**config.mk**
```make
export PLATFORM = sky130hd
export DESIGN_NAME = jpeg_rle_stream_encoder
export DESIGN_NICKNAME = d
export VERILOG_FILES = /design/src/rtl/jpeg_rle_stream_encoder.sv
export SDC_FILE = /design/constraint.sdc
export NUM_CORES = 1
export LEC_CHECK = 0
export ABC_AREA = 1
export CAP_MARGIN = 30
export CORE_ASPECT_RATIO = 0.75
export CORE_UTILIZATION = 38
export CTS_BUF_LIST = sky130_fd_sc_hd__clkbuf_4 sky130_fd_sc_hd__clkbuf_8
export DETAILED_ROUTE_END_ITERATION = 8
export HOLD_SLACK_MARGIN = 0.1
export SLEW_MARGIN = 5
export SYNTH_ARGS = -nofsm -noshare
export SYNTH_HDL_FRONTEND = slang
export SYNTH_SLANG_ARGS = --single-unit
```
**constraint.sdc**
```tcl
create_clock -name clk -period 3.7 [get_ports clk]
set_input_delay 1.11 -clock clk [delete_from_list [all_inputs] [get_ports clk]]
set_output_delay 1.11 -clock clk [all_outputs]
set_load 0.05 [all_outputs]
```
**src/rtl/jpeg_rle_stream_encoder.sv**
```systemverilog
// jpeg_rle_stream_encoder
//   Turns a zig-zag ordered stream of quantized coefficients (one per input
//   handshake) into JPEG entropy symbols for the Huffman packer:
//     DC difference, AC (run,size,amplitude), ZRL (15,0,0) and EOB (0,0,0).
//
//   Ports
//     clk, rst_n      clock, asynchronous active-low reset
//     in_valid/in_ready/in_coef   coefficient input (signed, COEF_W bits)
//     dc_clr          clears the DC predictor; only looked at when the DC
//                     coefficient of a block is accepted
//     out_valid/out_ready         symbol output handshake
//     out_run, out_size, out_amp  symbol fields; out_amp is right-aligned and
//                     zero above out_size
//     out_dc, out_eob, out_last   symbol is DC / is EOB / ends the block
//
//   Handshake: a transfer happens on a clock edge where valid && ready. The
//   output is a single register slot; while out_valid && !out_ready every
//   out_* field holds. A new symbol loads only when !out_valid || out_ready.
//
//   Optional build macro JPEG_RLE_STATS_EN adds blk_nz_cnt (nonzero
//   coefficients of the finished block, DC included) and blk_done (high
//   during the transfer of the out_last symbol).
//
//   The FSM state is available as the signal `state_q` (type state_t) for
//   debug probes and bound checkers.

module jpeg_rle_stream_encoder #(
  parameter int COEF_W  = 11,
  parameter int BLK_LEN = 64
) (
  input  logic                     clk,
  input  logic                     rst_n,
  input  logic                     in_valid,
  output logic                     in_ready,
  input  logic signed [COEF_W-1:0] in_coef,
  input  logic                     dc_clr,
  output logic                     out_valid,
  input  logic                     out_ready,
  output logic [3:0]               out_run,
  output logic [3:0]               out_size,
  output logic [COEF_W:0]          out_amp,
  output logic                     out_dc,
  output logic                     out_eob,
  output logic                     out_last
`ifdef JPEG_RLE_STATS_EN
  ,
  output logic [$clog2(BLK_LEN):0] blk_nz_cnt,
  output logic                     blk_done
`endif
);

  localparam int IDX_W = $clog2(BLK_LEN);
  localparam int AMP_W = COEF_W + 1;
  // The run counter must be able to represent 32 for the ZRL exit test even
  // for tiny blocks, so it never drops below 6 bits.
  localparam int RUN_W = (IDX_W + 1 > 6) ? IDX_W + 1 : 6;
  localparam logic [IDX_W-1:0] LAST_IDX = IDX_W'(BLK_LEN - 1);

  typedef enum logic [1:0] {
    ACCEPT   = 2'd0,
    EMIT_ZRL = 2'd1,
    EMIT_SYM = 2'd2
  } state_t;

  // Magnitude category: index of the highest set bit of |v|, plus one.
  function automatic logic [3:0] mag_size(input logic signed [AMP_W-1:0] v);
    logic [AMP_W-1:0] mag;
    mag_size = 4'd0;
    mag = v[AMP_W-1] ? ((~v) + AMP_W'(1)) : v;
    for (int i = 0; i < AMP_W; i++) begin
      if (mag[i]) mag_size = 4'(i + 1);
    end
  endfunction

  // Negative values are sent as (v-1) truncated to size bits, which equals
  // the ones complement of |v|. The wrap of v-1 at the most negative value
  // is harmless because only the low size bits survive.
  function automatic logic [AMP_W-1:0] amp_bits(input logic signed [AMP_W-1:0] v,
                                                input logic [3:0] size);
    logic [AMP_W-1:0] raw;
    raw = v[AMP_W-1] ? (v - AMP_W'(1)) : v;
    amp_bits = '0;
    for (int i = 0; i < AMP_W; i++) begin
      if (i < int'(size)) amp_bits[i] = raw[i];
    end
  endfunction

  state_t                    state_q, state_n;
  logic [IDX_W-1:0]          idx_q, idx_n;
  logic [RUN_W-1:0]          run_q, run_n;
  logic signed [COEF_W-1:0]  dc_pred_q, dc_pred_n;
  logic signed [COEF_W-1:0]  lat_coef_q, lat_coef_n;
  logic                      lat_last_q, lat_last_n;

  logic                      out_valid_n, out_dc_n, out_eob_n, out_last_n;
  logic [3:0]                out_run_n, out_size_n;
  logic [AMP_W-1:0]          out_amp_n;

  logic                      slot_free, accept, is_last_idx, coef_zero;
  logic signed [AMP_W-1:0]   coef_ext, pred_ext, lat_ext, dc_diff, sym_src;
  logic [3:0]                sym_size;
  logic [AMP_W-1:0]          sym_amp;

  assign slot_free   = !out_valid || out_ready;
  assign in_ready    = (state_q == ACCEPT) && slot_free;
  assign accept      = in_valid && in_ready;
  assign is_last_idx = (idx_q == LAST_IDX);
  assign coef_zero   = (in_coef == '0);

  // All arithmetic is one bit wider than a coefficient so the DC difference
  // cannot overflow.
  assign coef_ext = {in_coef[COEF_W-1], in_coef};
  assign pred_ext = dc_clr ? '0 : {dc_pred_q[COEF_W-1], dc_pred_q};
  assign lat_ext  = {lat_coef_q[COEF_W-1], lat_coef_q};
  assign dc_diff  = coef_ext - pred_ext;

  // One shared size/amplitude encoder serves DC, AC and the deferred symbol.
  always_comb begin
    sym_src = coef_ext;
    if (state_q == EMIT_SYM)  sym_src = lat_ext;
    else if (idx_q == '0)     sym_src = dc_diff;
  end

  assign sym_size = mag_size(sym_src);
  assign sym_amp  = amp_bits(sym_src, sym_size);

  always_comb begin
    state_n     = state_q;
    idx_n       = idx_q;
    run_n       = run_q;
    dc_pred_n   = dc_pred_q;
    lat_coef_n  = lat_coef_q;
    lat_last_n  = lat_last_q;
    out_valid_n = out_valid && !out_ready;
    out_run_n   = out_run;
    out_size_n  = out_size;
    out_amp_n   = out_amp;
    out_dc_n    = out_dc;
    out_eob_n   = out_eob;
    out_last_n  = out_last;

    case (state_q)
      ACCEPT: begin
        if (accept) begin
          idx_n = is_last_idx ? '0 : idx_q + IDX_W'(1);
          if (idx_q == '0) begin
            out_valid_n = 1'b1;
            out_run_n   = 4'd0;
            out_size_n  = sym_size;
            out_amp_n   = sym_amp;
            out_dc_n    = 1'b1;
            out_eob_n   = 1'b0;
            out_last_n  = 1'b0;
            dc_pred_n   = in_coef;
            run_n       = '0;
          end else if (coef_zero) begin
            if (is_last_idx) begin
              // Trailing zeros collapse into EOB; any pending ZRLs vanish.
              out_valid_n = 1'b1;
              out_run_n   = 4'd0;
              out_size_n  = 4'd0;
              out_amp_n   = '0;
              out_dc_n    = 1'b0;
              out_eob_n   = 1'b1;
              out_last_n  = 1'b1;
              run_n       = '0;
            end else begin
              run_n = run_q + RUN_W'(1);
            end
          end else if (run_q < RUN_W'(16)) begin
            out_valid_n = 1'b1;
            out_run_n   = run_q[3:0];
            out_size_n  = sym_size;
            out_amp_n   = sym_amp;
            out_dc_n    = 1'b0;
            out_eob_n   = 1'b0;
            out_last_n  = is_last_idx;
            run_n       = '0;
          end else begin
            // Run too long for one symbol: park the coefficient and emit
            // ZRLs first.
            lat_coef_n = in_coef;
            lat_last_n = is_last_idx;
            state_n    = EMIT_ZRL;
          end
        end
      end

      EMIT_ZRL: begin
        if (slot_free) begin
          out_valid_n = 1'b1;
          out_run_n   = 4'd15;
          out_size_n  = 4'd0;
          out_amp_n   = '0;
          out_dc_n    = 1'b0;
          out_eob_n   = 1'b0;
          out_last_n  = 1'b0;
          run_n       = run_q - RUN_W'(16);
          if (run_q < RUN_W'(32)) state_n = EMIT_SYM;
        end
      end

      EMIT_SYM: begin
        if (slot_free) begin
          out_valid_n = 1'b1;
          out_run_n   = run_q[3:0];
          out_size_n  = sym_size;
          out_amp_n   = sym_amp;
          out_dc_n    = 1'b0;
          out_eob_n   = 1'b0;
          out_last_n  = lat_last_q;
          run_n       = '0;
          state_n     = ACCEPT;
        end
      end

      default: state_n = ACCEPT;
    endcase
  end

  always_ff @(posedge clk or negedge rst_n) begin
    if (!rst_n) begin
      state_q    <= ACCEPT;
      idx_q      <= '0;
      run_q      <= '0;
      dc_pred_q  <= '0;
      lat_coef_q <= '0;
      lat_last_q <= 1'b0;
      out_valid  <= 1'b0;
      out_run    <= '0;
      out_size   <= '0;
      out_amp    <= '0;
      out_dc     <= 1'b0;
      out_eob    <= 1'b0;
      out_last   <= 1'b0;
    end else begin
      state_q    <= state_n;
      idx_q      <= idx_n;
      run_q      <= run_n;
      dc_pred_q  <= dc_pred_n;
      lat_coef_q <= lat_coef_n;
      lat_last_q <= lat_last_n;
      out_valid  <= out_valid_n;
      out_run    <= out_run_n;
      out_size   <= out_size_n;
      out_amp    <= out_amp_n;
      out_dc     <= out_dc_n;
      out_eob    <= out_eob_n;
      out_last   <= out_last_n;
    end
  end

`ifdef JPEG_RLE_STATS_EN
  // nz_acc_q counts the block in flight; nz_last_q snapshots the finished
  // block when its last coefficient is accepted, because the next block's
  // DC may be accepted in the same cycle the last symbol transfers.
  logic [IDX_W:0] nz_acc_q, nz_last_q, nz_inc;

  assign nz_inc   = {{IDX_W{1'b0}}, !coef_zero};
  assign blk_done = out_valid && out_ready && out_last;

  always_ff @(posedge clk or negedge rst_n) begin
    if (!rst_n) begin
      nz_acc_q   <= '0;
      nz_last_q  <= '0;
      blk_nz_cnt <= '0;
    end else begin
      if (accept) begin
        if (is_last_idx) begin
          nz_acc_q  <= '0;
          nz_last_q <= nz_acc_q + nz_inc;
        end else begin
          nz_acc_q  <= nz_acc_q + nz_inc;
        end
      end
      if (blk_done) blk_nz_cnt <= nz_last_q;
    end
  end
`endif

endmodule

```
==> summary.txt, run 1 <==
status = complete, no violations
Die ar. = 11900 um2
clock-pin slew on the worst setup and hold paths = 0.07 ns
relative slew slack = 0.456
drt via density = 5.01
Setup CP Type = input port to flip-flop
Max Clock Skew = 0.00919 ns
worst slew pin tran = 0.816 ns
Hold WC Path Type = flip-flop to flip-flop
Clk Latency, worst-skew pair = 0.35 ns
sequential share of the synthesized area = 0.355
Distinct cells, synth = 44
cell area after synthesis = 4370 um2
# diodes = 0
leakage power = 0.00303 uW
CTS root buf = clkbuf_8
Core ar. = 11100 um2
Syn Nets = 665
setup ws final = 0.0671 ns
total chip power = 4550 uW
main combinational cell family by area after synthesis = simple AND/OR/NAND/NOR gates
Crit path arrival time = 3.88 ns
Initial DRT Pass Iterations = 5
number of global-route vias before repair = 4373
Adder-Cell Fraction of Synth Area = 0.0647
GRT Total Usage = 0.208
Post-CTS Hold Buffers = 0
Post-synth top flop = dfrtp_1
Post-Synth Simple-Gate Area = 0.309
GP Congestion = 0.876
first-pass GRT wire length = 19700 um
Worst Path Required = 3.94 ns
RSZ-0062 raised after global routing = true
wire per inst = 13.2 um
Rows = 33
most frequent cells in the layout = nand2_1, buf_4, inv_1, o21ai_0, dfrtp_1
nets = 796
asr flop ratio synth = 1.00
gr ovfl total = 0
Avg Inst Size Synth = 6.97 um2
Port Buf Inserts = 40
clock sinks = 62
area grow syn2layout = 40.8%
Crit. End Element = flip-flop
number of fill cells = 1044
flip-flop and latch area = 1550 um2
CP dominant cell by count = nor2_4
post-route ant nets = 0
power per cell area = 740 nW/um2
Starting Density = 0.395
yosys warns = 0
pin count of the biggest net entering global routing = 63
max-cap viol count = 0
period utilization = 0.982
Post-synth EDFFs = 0
Die W = 126 um
CTS H-tree lvls = 3
commonest non-fill, non-tap cell in the layout = nand2_1
Compound-Gate Fraction of Synth Area = 0.149
DP Worst Slack = -0.773 ns
drt drc = 0
starting DRC count in detailed routing = 264
Slew Limit Fails = 0
CTS tree = built
Largest stage delay, worst path = 0.41 ns
die height = 94.9 um
drt total wl = 11900 um
Peak Freq = 275 MHz
Final setup violation count = 0
xor/xnor share of the synthesized area = 0.0298
final hold viol count = 0
initial antenna violation count = 0
#FFs+latches synth = 62
area of the multi-input gates = 2800 um2
Num CTS Buffers = 9
maximum clock insertion buffer count = 2
I/O Pins = 41
Critical-path top delay cell = fa_2
VDD IR max = 0.529 mV
Synth Instances = 627
crit path max fanout = 4
HPWL Detailed = 8750 um
total number of vias = 4523
post-synthesis mux area share = 0.00516
crit path time final = 3.63 ns
fraction of layout cells with a size suffix above 1 = 0.275
CP Launch Type = input port
power breakdown:
group / total [uW] / internal, uW / leakage, uW / switching (uW)
clock network: 533 / 263 / 0.0000961 / 270
registers: 1060 / 905 / 0.000811 / 159
logic: 2950 / 1180 / 0.00212 / 1780
total: 4550 / 2340 / 0.00303 / 2210
layer usage:
| layer | GRT usage | up-vias | wire length [um] |
|---|---|---|---|
| li1 | - | 2284 | - |
| met1 | 0.264 | 2152 | 5690 |
| met2 | 0.360 | 77 | 5730 |
| met3 | 0.0470 | 10 | 375 |
| met4 | 0.0532 | 0 | 110 |
| met5 | 0 | - | 0 |
critical path, delay by kind of cell:
kind                       cells  cell delay [ns]
adders and majority gates      3             0.74
and+or+nand+nor               19             1.75
buffers and inverters          3             0.18
AOI/OAI and AO/OA              1             0.08
cells in the mapped netlist, types with 3 or more instances:
cell type  count  area (um2)
nand2_1      206         773
inv_1         75         282
o21ai_0       65         325
dfrtp_1       62        1550
nand3_1       40         200
nor2_1        35         131
a21oi_1       22         110
ha_1          21         263
xor2_1        11        96.3
nor3_1         9        45.0
clkbuf_1       7        26.3
inv_2          7        26.3
o21ai_1        7        35.0
nand2_2        5        31.3
nor2_2         4        25.0
buf_2          3        15.0
nand4_1        3        18.8
o21bai_1       3        22.5
or2_2          3        18.8
logic make-up (layout without fill, tap and decap cells):
group	count (synthesis)	in the layout
adder cells (fa/ha/maj)	22	22
AO/OA/AOI/OAI	117	117
buffers and inverters	96	232
multiplexers	1	1
XOR/XNOR	14	14
flip-flops	62	62
AND/OR/NAND/NOR	315	315
worst paths after layout:
kind | start | end | slack, ns | cells past startpoint
max reg2reg | dc_pred_q[0] | out_amp[0] | 0.44 | 26
max | dc_clr | out_amp[0] | 0.07 | 26
min in group asynchronous | rst_n | lat_coef_q[7] | 0.91 | 2
min | out_amp[10] | out_amp[10] | 0.48 | 2
max in group asynchronous | rst_n | idx_q[3] | 2.22 | 2
min reg2reg | out_amp[10] | out_amp[10] | 0.48 | 2
flip-flops by register name, summed over array words and instances, names as in the netlist:
signal / cells
out_size: 4
dc_pred_q: 11
lat_coef_q: 11
out_valid: 1
out_amp: 12
idx_q: 6
state_q: 2
out_eob: 1
lat_last_q: 1
out_dc: 1
run_q: 7
out_run: 4
out_last: 1
area by class of cell:
class | count | area share
multi-input cells | 469 | 0.455
flip-flops and latches | 62 | 0.252
repair buffers | 132 | 0.184
inverters | 84 | 0.0525
well taps | 140 | 0.0285
clock buffers | 11 | 0.0236
clock inverters | 5 | 0.00407
metrics by stage:
stage          hold slack, ns  setup TNS, ns  instances   util  area, um2
2_1_floorplan           0.446        -0.0108        627      -       4380
3_3_place_gp            0.449          -9.08        879  0.502       5550
3_5_place_dp            0.466         -10.62        879  0.502       5550
4_1_cts                 0.484              0        899  0.530       5870
5_1_grt                 0.495         -0.881        903  0.556       6150
6_report                0.477              0        903  0.556       6150
repair_timing:
item,in CTS,in global routing
buffers inserted,4,4
pin swaps,13,37
resized for setup,37,65
endpoints found under the setup margin,15,15
Note: power is estimated with default switching activity, not from simulation.
==> inputs of run 2 (changes only) <==
--- a/config.mk
+++ b/config.mk
@@ -8,10 +8,13 @@
 export ABC_AREA = 1
 export CAP_MARGIN = 30
 export CORE_ASPECT_RATIO = 0.75
+export CORE_MARGIN = 5
 export CORE_UTILIZATION = 38
 export CTS_BUF_LIST = sky130_fd_sc_hd__clkbuf_4 sky130_fd_sc_hd__clkbuf_8
 export DETAILED_ROUTE_END_ITERATION = 8
+export GPL_ROUTABILITY_DRIVEN = 0
 export HOLD_SLACK_MARGIN = 0.1
+export MAX_ROUTING_LAYER = met4
 export SLEW_MARGIN = 5
 export SYNTH_ARGS = -nofsm -noshare
 export SYNTH_HDL_FRONTEND = slang
==> run 2 against run 1 <==
  * Setup slack lost 0.043 ns
  * Die area grew 15%
  * Via count grew 1.4%
  * Critical endpoint is now out_amp[8]
  * Largest power group unchanged
==> summary.txt, run 2 (synthesis results as in run 1) <==
leakage power = 0.00310 uW (+2.3%)
placed cell area = 5590 um2 (+0.68%)
Initial DRT Pass Iterations = 4 (-1)
period utilization = 0.994 (+0.0116)
Setup CP Type = input port to flip-flop
number of global-route vias before repair = 4573 (+4.6%)
Final setup violation count = 0 (unchanged)
fraction of layout cells with a size suffix above 1 = 0.276 (+0.00117)
crit path buf inv count = 4 (+1)
Post-CTS Hold Buffers = 0 (unchanged)
Hold Crit Endpoint = out_size[3]
post-route ant nets = 0 (unchanged)
setup ws final = 0.0240 ns (-0.0431 ns)
CTS root buf = clkbuf_8
Max Clock Skew = 0.00687 ns (-0.00232 ns)
# diodes = 0 (unchanged)
worst reg2reg path depth = 24 (-7.7%)
CTS H-tree lvls = 3 (unchanged)
R2R Path End = out_amp[2]
clock sinks = 62 (unchanged)
VDD IR max = 0.520 mV (-1.6%)
worst slew pin tran = 0.639 ns (-0.177 ns)
relative slew slack = 0.573 (+0.117)
Critical-path top delay cell = fa_2
post-route cell area = 6260 um2 (+1.8%)
status = complete, no violations
CP Cell Sequence = buf_8, nor2_4, ha_4, inv_4, fa_2, nand2_1, nand3_2, o21ai_2, ha_2, inv_2, nor2_4, nand3_2, nor2_2, nand2_2, nor2_4, nand2_1, nand3_1, nand2_1, inv_1, nand3_4, nand2_2, nand2_1, o21ai_1, nand2_1
Crit. End Element = flip-flop
crit path max fanout = 4 (unchanged)
max-cap viol count = 0 (unchanged)
Num CTS Buffers = 9 (unchanged)
clock-pin slew on the worst setup and hold paths = 0.07 ns (about the same)
total chip power = 4740 uW (+4.2%)
area grow syn2layout = 43.3%
Starting Density = 0.393 (-0.00147)
HPWL Detailed = 9220 um (+5.4%)
drt via density = 5.06 (+0.97%)
CP Launch Type = input port
drt total wl = 12800 um (+7.3%)
Rows = 33 (unchanged)
commonest non-fill, non-tap cell in the layout = nand2_1
nets = 801 (+0.63%)
power per cell area = 758 nW/um2 (+2.4%)
CTS tree = built
max reg flops = 12 (unchanged)
Hold WC Path Type = flip-flop to flip-flop
min-delay src = out_size[3]
drt drc = 0 (unchanged)
worst hold path depth = 2 (unchanged)
reg2reg start = idx_q[0]
Port Buf Inserts = 40 (unchanged)
starting DRC count in detailed routing = 223 (-16%)
gr ovfl total = 0 (unchanged)
die height = 103 um (+8.4%)
I/O Pins = 41 (unchanged)
most frequent cells in the layout = nand2_1, buf_4, inv_1, dfrtp_1, o21ai_0
first-pass GRT wire length = 20900 um (+6.3%)
Core ar. = 11100 um2 (+0.37%)
total number of vias = 4587 (+1.4%)
most flop-heavy register = out_amp
Crit path arrival time = 3.91 ns (+0.03 ns)
CP dominant cell by count = nand2_1
reg-to-reg setup timing slack = 0.40 ns (-0.04 ns)
wire per inst = 14.1 um (+6.8%)
crit path time final = 3.68 ns (+0.0431 ns)
GRT Total Usage = 0.192 (-0.0160)
RSZ-0062 raised after global routing = true
Largest regs = out_amp: 12 flops, dc_pred_q: 11 flops, lat_coef_q: 11 flops
final hold viol count = 0 (unchanged)
Largest stage delay, worst path = 0.41 ns (about the same)
Peak Freq = 272 MHz (-1.2%)
Slew Limit Fails = 0 (unchanged)
number of fill cells = 1028 (-1.5%)
Worst Hold Slack = 0.479 ns (+0.00199 ns)
initial antenna violation count = 0 (unchanged)
Die W = 134 um (+6.4%)
Die ar. = 13800 um2 (+15%)
Top delay family on crit path = simple AND/OR/NAND/NOR gates
Worst Path Required = 3.94 ns (about the same)
Clk Latency, worst-skew pair = 0.35 ns (about the same)
DP Worst Slack = -0.807 ns (-0.0344 ns)
maximum clock insertion buffer count = 2 (unchanged)
pin count of the biggest net entering global routing = 28 (-56%)
run 2: cell count changes in the layout (fill, tap and decap cells not counted), moves of 4 or more:
cell,change
dlymetal6s2s_1,+4
nand2_1,+5
nand2_2,-6
buf_4,+7
o21ai_1,+4
run 2: worst register-to-register path: stages (launching register included):
cell     delay (ns)
dfrtp_1        0.40
inv_1          0.10
ha_1           0.21
nand3_4        0.23
inv_2          0.32
nand2_1        0.11
nand3_2        0.08
o21ai_2        0.06
buf_4          0.13
buf_4          0.13
nand3_2        0.09
nor2_4         0.06
nand4_4        0.10
buf_4          0.12
nand3_1        0.06
nand2_1        0.10
inv_1          0.07
nor2_4         0.14
nand2_2        0.09
nor2_4         0.16
nand4_4        0.15
inv_1          0.10
nand2_1        0.08
nand2_1        0.07
nand2_1        0.05
run 2: repair_timing:
| item | 4_1_cts | 5_1_grt |
|---|---|---|
| pin swaps | 16 | 31 |
| resized for setup | 41 | 65 |
| setup buffers | 7 | 1 |
| setup endpoints to repair | 15 | 15 |
run 2: stage by stage:
step	setup TNS, ns	utilization	instances
3_3_place_gp	-8.92	0.502	883
4_1_cts	0	0.540	906
3_5_place_dp	-10.89	0.503	884
5_1_grt	-0.848	0.563	907
2_1_floorplan	-0.0108	-	627
6_report	0	0.563	907
run 2: area by class of cell:
cell class	count	area (um2)	share of cell area
multi-input combinational	469	2820	0.450
tap	140	175	0.0280
inverter	84	325	0.0520
sequential	62	1550	0.248
clock inverter	4	70.1	0.0112
clock buffer	11	151	0.0242
timing repair buffer	137	1170	0.187
run 2: report_power, final:
group	total (uW)	leakage [uW]	internal, uW	switching (uW)
registers	1060	0.000811	905	155
logic	3000	0.00217	1180	1810
clock network	684	0.000115	410	274
total	4740	0.00310	2500	2240
run 2: how the worst max path moves through the flow:
stage	start	to	slack (ns)	cells after the start
3_3_place_gp	dc_clr	out_amp[0]	-0.66	26
2_1_floorplan	in_coef[0]	out_amp[0]	-0.01	25
4_1_cts	in_coef[6]	out_amp[0]	0.009	18
6_report	dc_clr	out_amp[8]	0.02	24
3_5_place_dp	dc_clr	out_amp[0]	-0.81	26
5_1_grt	dc_clr	out_amp[2]	-0.14	26
run 2: per-layer routing:
layer	global-route usage	routed length [um]	vias to the layer above
met5	-	0	-
met4	0.0522	237	0
met3	0.0410	530	31
met2	0.305	6060	112
met1	0.251	5950	2153
li1	-	-	2291
==> inputs of run 3 (changes only) <==
--- a/config.mk
+++ b/config.mk
@@ -7,14 +7,17 @@
 export LEC_CHECK = 0
 export ABC_AREA = 1
 export CAP_MARGIN = 30
+export CELL_PAD_IN_SITES_DETAIL_PLACEMENT = 2
+export CELL_PAD_IN_SITES_GLOBAL_PLACEMENT = 2
 export CORE_ASPECT_RATIO = 0.75
 export CORE_MARGIN = 5
-export CORE_UTILIZATION = 38
+export CORE_UTILIZATION = 34
 export CTS_BUF_LIST = sky130_fd_sc_hd__clkbuf_4 sky130_fd_sc_hd__clkbuf_8
 export DETAILED_ROUTE_END_ITERATION = 8
 export GPL_ROUTABILITY_DRIVEN = 0
 export HOLD_SLACK_MARGIN = 0.1
 export MAX_ROUTING_LAYER = met4
+export PLACE_DENSITY_LB_ADDON = 0.1
 export SLEW_MARGIN = 5
 export SYNTH_ARGS = -nofsm -noshare
 export SYNTH_HDL_FRONTEND = slang
==> run 3 against run 2 <==
  * The flow now stops in global routing (5_1_grt)
  * Synthesized area unchanged
  * Synthesized cell count stayed put
==> summary.txt, run 3 <==
status = did not finish
Exit stage = global routing (5_1_grt)
Log Error = [ERROR DPL-0033] detailed placement checks failed during check placement.
placed cell area = 5650 um2 (+1.1%)
asr flop ratio synth = 1.00 (unchanged)
Num CTS Buffers = 9 (unchanged)
post-synth top area cell = dfrtp_1
clock sinks = 62 (unchanged)
Rows = 35 (+6.1%)
Post-synth top cells = nand2_1, inv_1, o21ai_0
Post-synth EDFFs = 0 (unchanged)
post-synth top area share = 0.355 (unchanged)
sequential share of the synthesized area = 0.355 (unchanged)
yosys warns = 0 (unchanged)
Syn Nets = 665 (unchanged)
#FFs+latches synth = 62 (unchanged)
initial antenna violation count = 0
Port Buf Inserts = 40 (unchanged)
Avg Inst Size Synth = 6.97 um2 (unchanged)
Synth Instances = 627 (unchanged)
Post-synth top flop = dfrtp_1
Worst EP Category = sequential cell input
CTS H-tree lvls = 3 (unchanged)
dpl cells = 912 (+3.2%)
pin count of the biggest net entering global routing = 63
cell area after synthesis = 4370 um2 (unchanged)
Die W = 141 um (+5.3%)
CTS root buf = clkbuf_8
critical endpoint after global-route timing repair = out_amp[0]$_DFFE_PN0P_/D
maximum clock insertion buffer count = 2 (unchanged)
I/O Pins = 41 (unchanged)
die height = 108 um (+5.2%)
top cells by area, synth = dfrtp_1, nand2_1, o21ai_0, inv_1, ha_1
Distinct cells, synth = 44 (unchanged)
DP Worst Slack = -1.15 ns (-0.338 ns)
Starting Density = 0.351 (-0.0421)
most frequent cell after synthesis = nand2_1
HPWL Detailed = 12600 um (+37%)
==> run 3: cell counts after synthesis <==
No cell type changed its count.
==> run 3: timing repair <==
item | CTS
buffers inserted | 18
endpoints found under the setup margin | 15
hold buffers | 0
pin swaps | 41
resized for setup | 108
==> run 3: cells by family after synthesis <==
logic type,share of synthesized area
DFF,0.355
AOI/OAI and AO/OA,0.149
adders and majority gates,0.0647
xor gates and xnor gates,0.0298
buffers and inverters,0.0868
and+or+nand+nor,0.309
muxes,0.00516
==> run 3: through the flow <==
step	setup TNS, ns	util
4_1_cts	-2.46	0.504
3_5_place_dp	-15.73	0.454
3_3_place_gp	-10.73	0.454
2_1_floorplan	-0.0108	-
==> inputs of run 4 (changes only) <==
==> config.mk (replaced) <==
export PLATFORM = sky130hd
export DESIGN_NAME = jpeg_rle_stream_encoder
export DESIGN_NICKNAME = d
export VERILOG_FILES = /design/src/rtl/jpeg_rle_stream_encoder.sv
export SDC_FILE = /design/constraint.sdc
export NUM_CORES = 1
export LEC_CHECK = 0
export ABC_AREA = 1
export CAP_MARGIN = 30
export CORE_MARGIN = 5
export CORE_UTILIZATION = 23
export DETAILED_ROUTE_END_ITERATION = 8
export GPL_ROUTABILITY_DRIVEN = 0
export PLACE_DENSITY_LB_ADDON = 0.15
export SLEW_MARGIN = 5
export SYNTH_ARGS = -nofsm -noshare
export SYNTH_HDL_FRONTEND = slang
export SYNTH_SLANG_ARGS = --single-unit
==> run 4 against run 3 <==
  * The run now ends clean
==> summary.txt, run 4 (synthesis results as in run 1) <==
final hold viol count = 0
initial antenna violation count = 0
Hold Crit Endpoint = out_amp[11]
CTS H-tree lvls = 3 (unchanged)
starting DRC count in detailed routing = 174
max-cap viol count = 0
flip-flop and latch area = 1550 um2
Worst Setup SP = dc_clr
Port Buf Inserts = 40 (unchanged)
most frequent cells in the layout = nand2_1, buf_4, inv_1, dfrtp_1, o21ai_0
Critical-path top delay cell = fa_2
area of the multi-input gates = 2830 um2
CTS tree = built
I/O Pins = 41 (unchanged)
Initial DRT Pass Iterations = 4
status = complete, no violations
Crit. End Element = flip-flop
worst reg2reg path depth = 26
die height = 148 um (+37%)
RSZ-0062 raised after global routing = true
GRT Total Usage = 0.124
Hold WC Path Type = flip-flop to flip-flop
Peak Freq = 281 MHz
CTS root buf = clkbuf_16
fraction of layout cells with a size suffix above 1 = 0.285
max reg flops = 12
crit path max fanout = 4
total number of vias = 4536
worst hold path depth = 2
Num CTS Buffers = 9 (unchanged)
R2R Path End = out_amp[8]
drt drc = 0
commonest non-fill, non-tap cell in the layout = nand2_1
post-route ant nets = 0
dpl cells = 981 (+7.6%)
total chip power = 4790 uW
pin count of the biggest net entering global routing = 27
Most Crowded Layer GR = met2
Rows = 50 (+43%)
most flop-heavy register = out_amp
final std cells w/o fill = 1005
relative slew slack = 0.559
CP Cell Sequence = buf_8, nor2_4, ha_4, inv_2, fa_2, xnor2_1, o21ai_1, nand2_1, nand2_4, inv_2, nand3_2, nor2_4, nand4_4, o21ai_2, xor2_2, nand2_2, nor2_4, nand4_4, nor2_4, nand2_1, nand2_1, nand2_1
maximum clock insertion buffer count = 2 (unchanged)
Worst Path Required = 3.93 ns
leakage power = 0.00311 uW
Post-CTS Hold Buffers = 0 (unchanged)
power per cell area = 743 nW/um2
wire per inst = 13.0 um
met2 usage = 0.224
crit path time final = 3.56 ns
Worst Hold Slack = 0.472 ns
post-layout util = 0.345
clock sinks = 62 (unchanged)
drt total wl = 13100 um
Starting Density = 0.234 (-0.118)
Clk Latency, worst-skew pair = 0.34 ns
Die ar. = 21800 um2
worst slew pin tran = 0.661 ns
VDD IR max = 0.342 mV
Setup CP Type = input port to flip-flop
period utilization = 0.963
first-pass GRT wire length = 22100 um
Largest stage delay, worst path = 0.37 ns
min-delay src = out_amp[11]
Crit path arrival time = 3.79 ns
CP Launch Type = input port
Die W = 148 um (+4.9%)
# diodes = 0
number of global-route vias before repair = 4617
gr ovfl total = 0
reg2reg start = idx_q[0]
Final setup violation count = 0
HPWL Detailed = 10100 um (-20%)
area grow syn2layout = 47.7%
clock-pin slew on the worst setup and hold paths = 0.05 ns
Core ar. = 18700 um2
Slew Limit Fails = 0
Max Clock Skew = 0.00669 ns
reg-to-reg setup timing slack = 0.52 ns
nets = 804
met1 Use GR = 0.147
drt via density = 4.51
number of fill cells = 1984
Largest regs = out_amp: 12 flops, dc_pred_q: 11 flops, lat_coef_q: 11 flops
grt met3 use = 0.0310
run 4: final cells by class:
| type | count | share of cell area |
|---|---|---|
| Inverter | 84 | 0.0504 |
| Multi-Input combinational cell | 469 | 0.439 |
| Tap cell | 234 | 0.0454 |
| Timing Repair Buffer | 140 | 0.183 |
| Clock inverter | 6 | 0.00601 |
| Sequential cell | 62 | 0.241 |
| Clock buffer | 10 | 0.0355 |
run 4: worst max-delay path by stage:
| stage | end | slack (ns) | cells past startpoint |
|---|---|---|---|
| 5_1_grt | out_amp[0] | -0.09 | 26 |
| 6_report | out_amp[0] | 0.14 | 22 |
| 4_1_cts | out_amp[0] | 0.01 | 26 |
| 2_1_floorplan | out_amp[0] | -0.01 | 25 |
| 3_5_place_dp | out_amp[0] | -0.78 | 21 |
| 3_3_place_gp | out_amp[0] | -0.77 | 26 |
run 4: per-layer routing:
layer | vias to the layer above | part of all wire | wire [um]
met2 | 56 | 0.52 | 6780
met3 | 13 | 0.030 | 388
met5 | - | 0 | 0
met4 | 0 | 0.012 | 154
li1 | 2308 | - | -
met1 | 2159 | 0.44 | 5780
run 4: report_power, final:
group          total (uW)  internal, uW  switching, uW
Sequential           1050           906            148
Combinational        2970          1180           1790
Clock                 770           450            320
Total                4790          2540           2250
run 4: critical path, delay by kind of cell:
family / cells / cell delay, ns
buf+inv: 3 / 0.21
compound gates: 2 / 0.28
xor+xnor: 2 / 0.35
fa+ha+maj: 2 / 0.50
simple gates: 13 / 1.32
run 4: stage by stage:
stage / setup TNS (ns) / instance area (um2) / setup WS (ns)
floorplan: -0.0108 / 4380 / -0.0108
finish: 0 / 6450 / 0.138
detailed placement: -10.79 / 5720 / -0.781
CTS: 0 / 6160 / 0.0111
global route: -0.595 / 6450 / -0.0891
global placement: -10.82 / 5720 / -0.767
run 4: what timing repair did:
action,4_1_cts,5_1_grt
resized for setup,46,66
setup endpoints to repair,15,15
buffers inserted,5,3
cloned,0,0
pin swaps,18,29
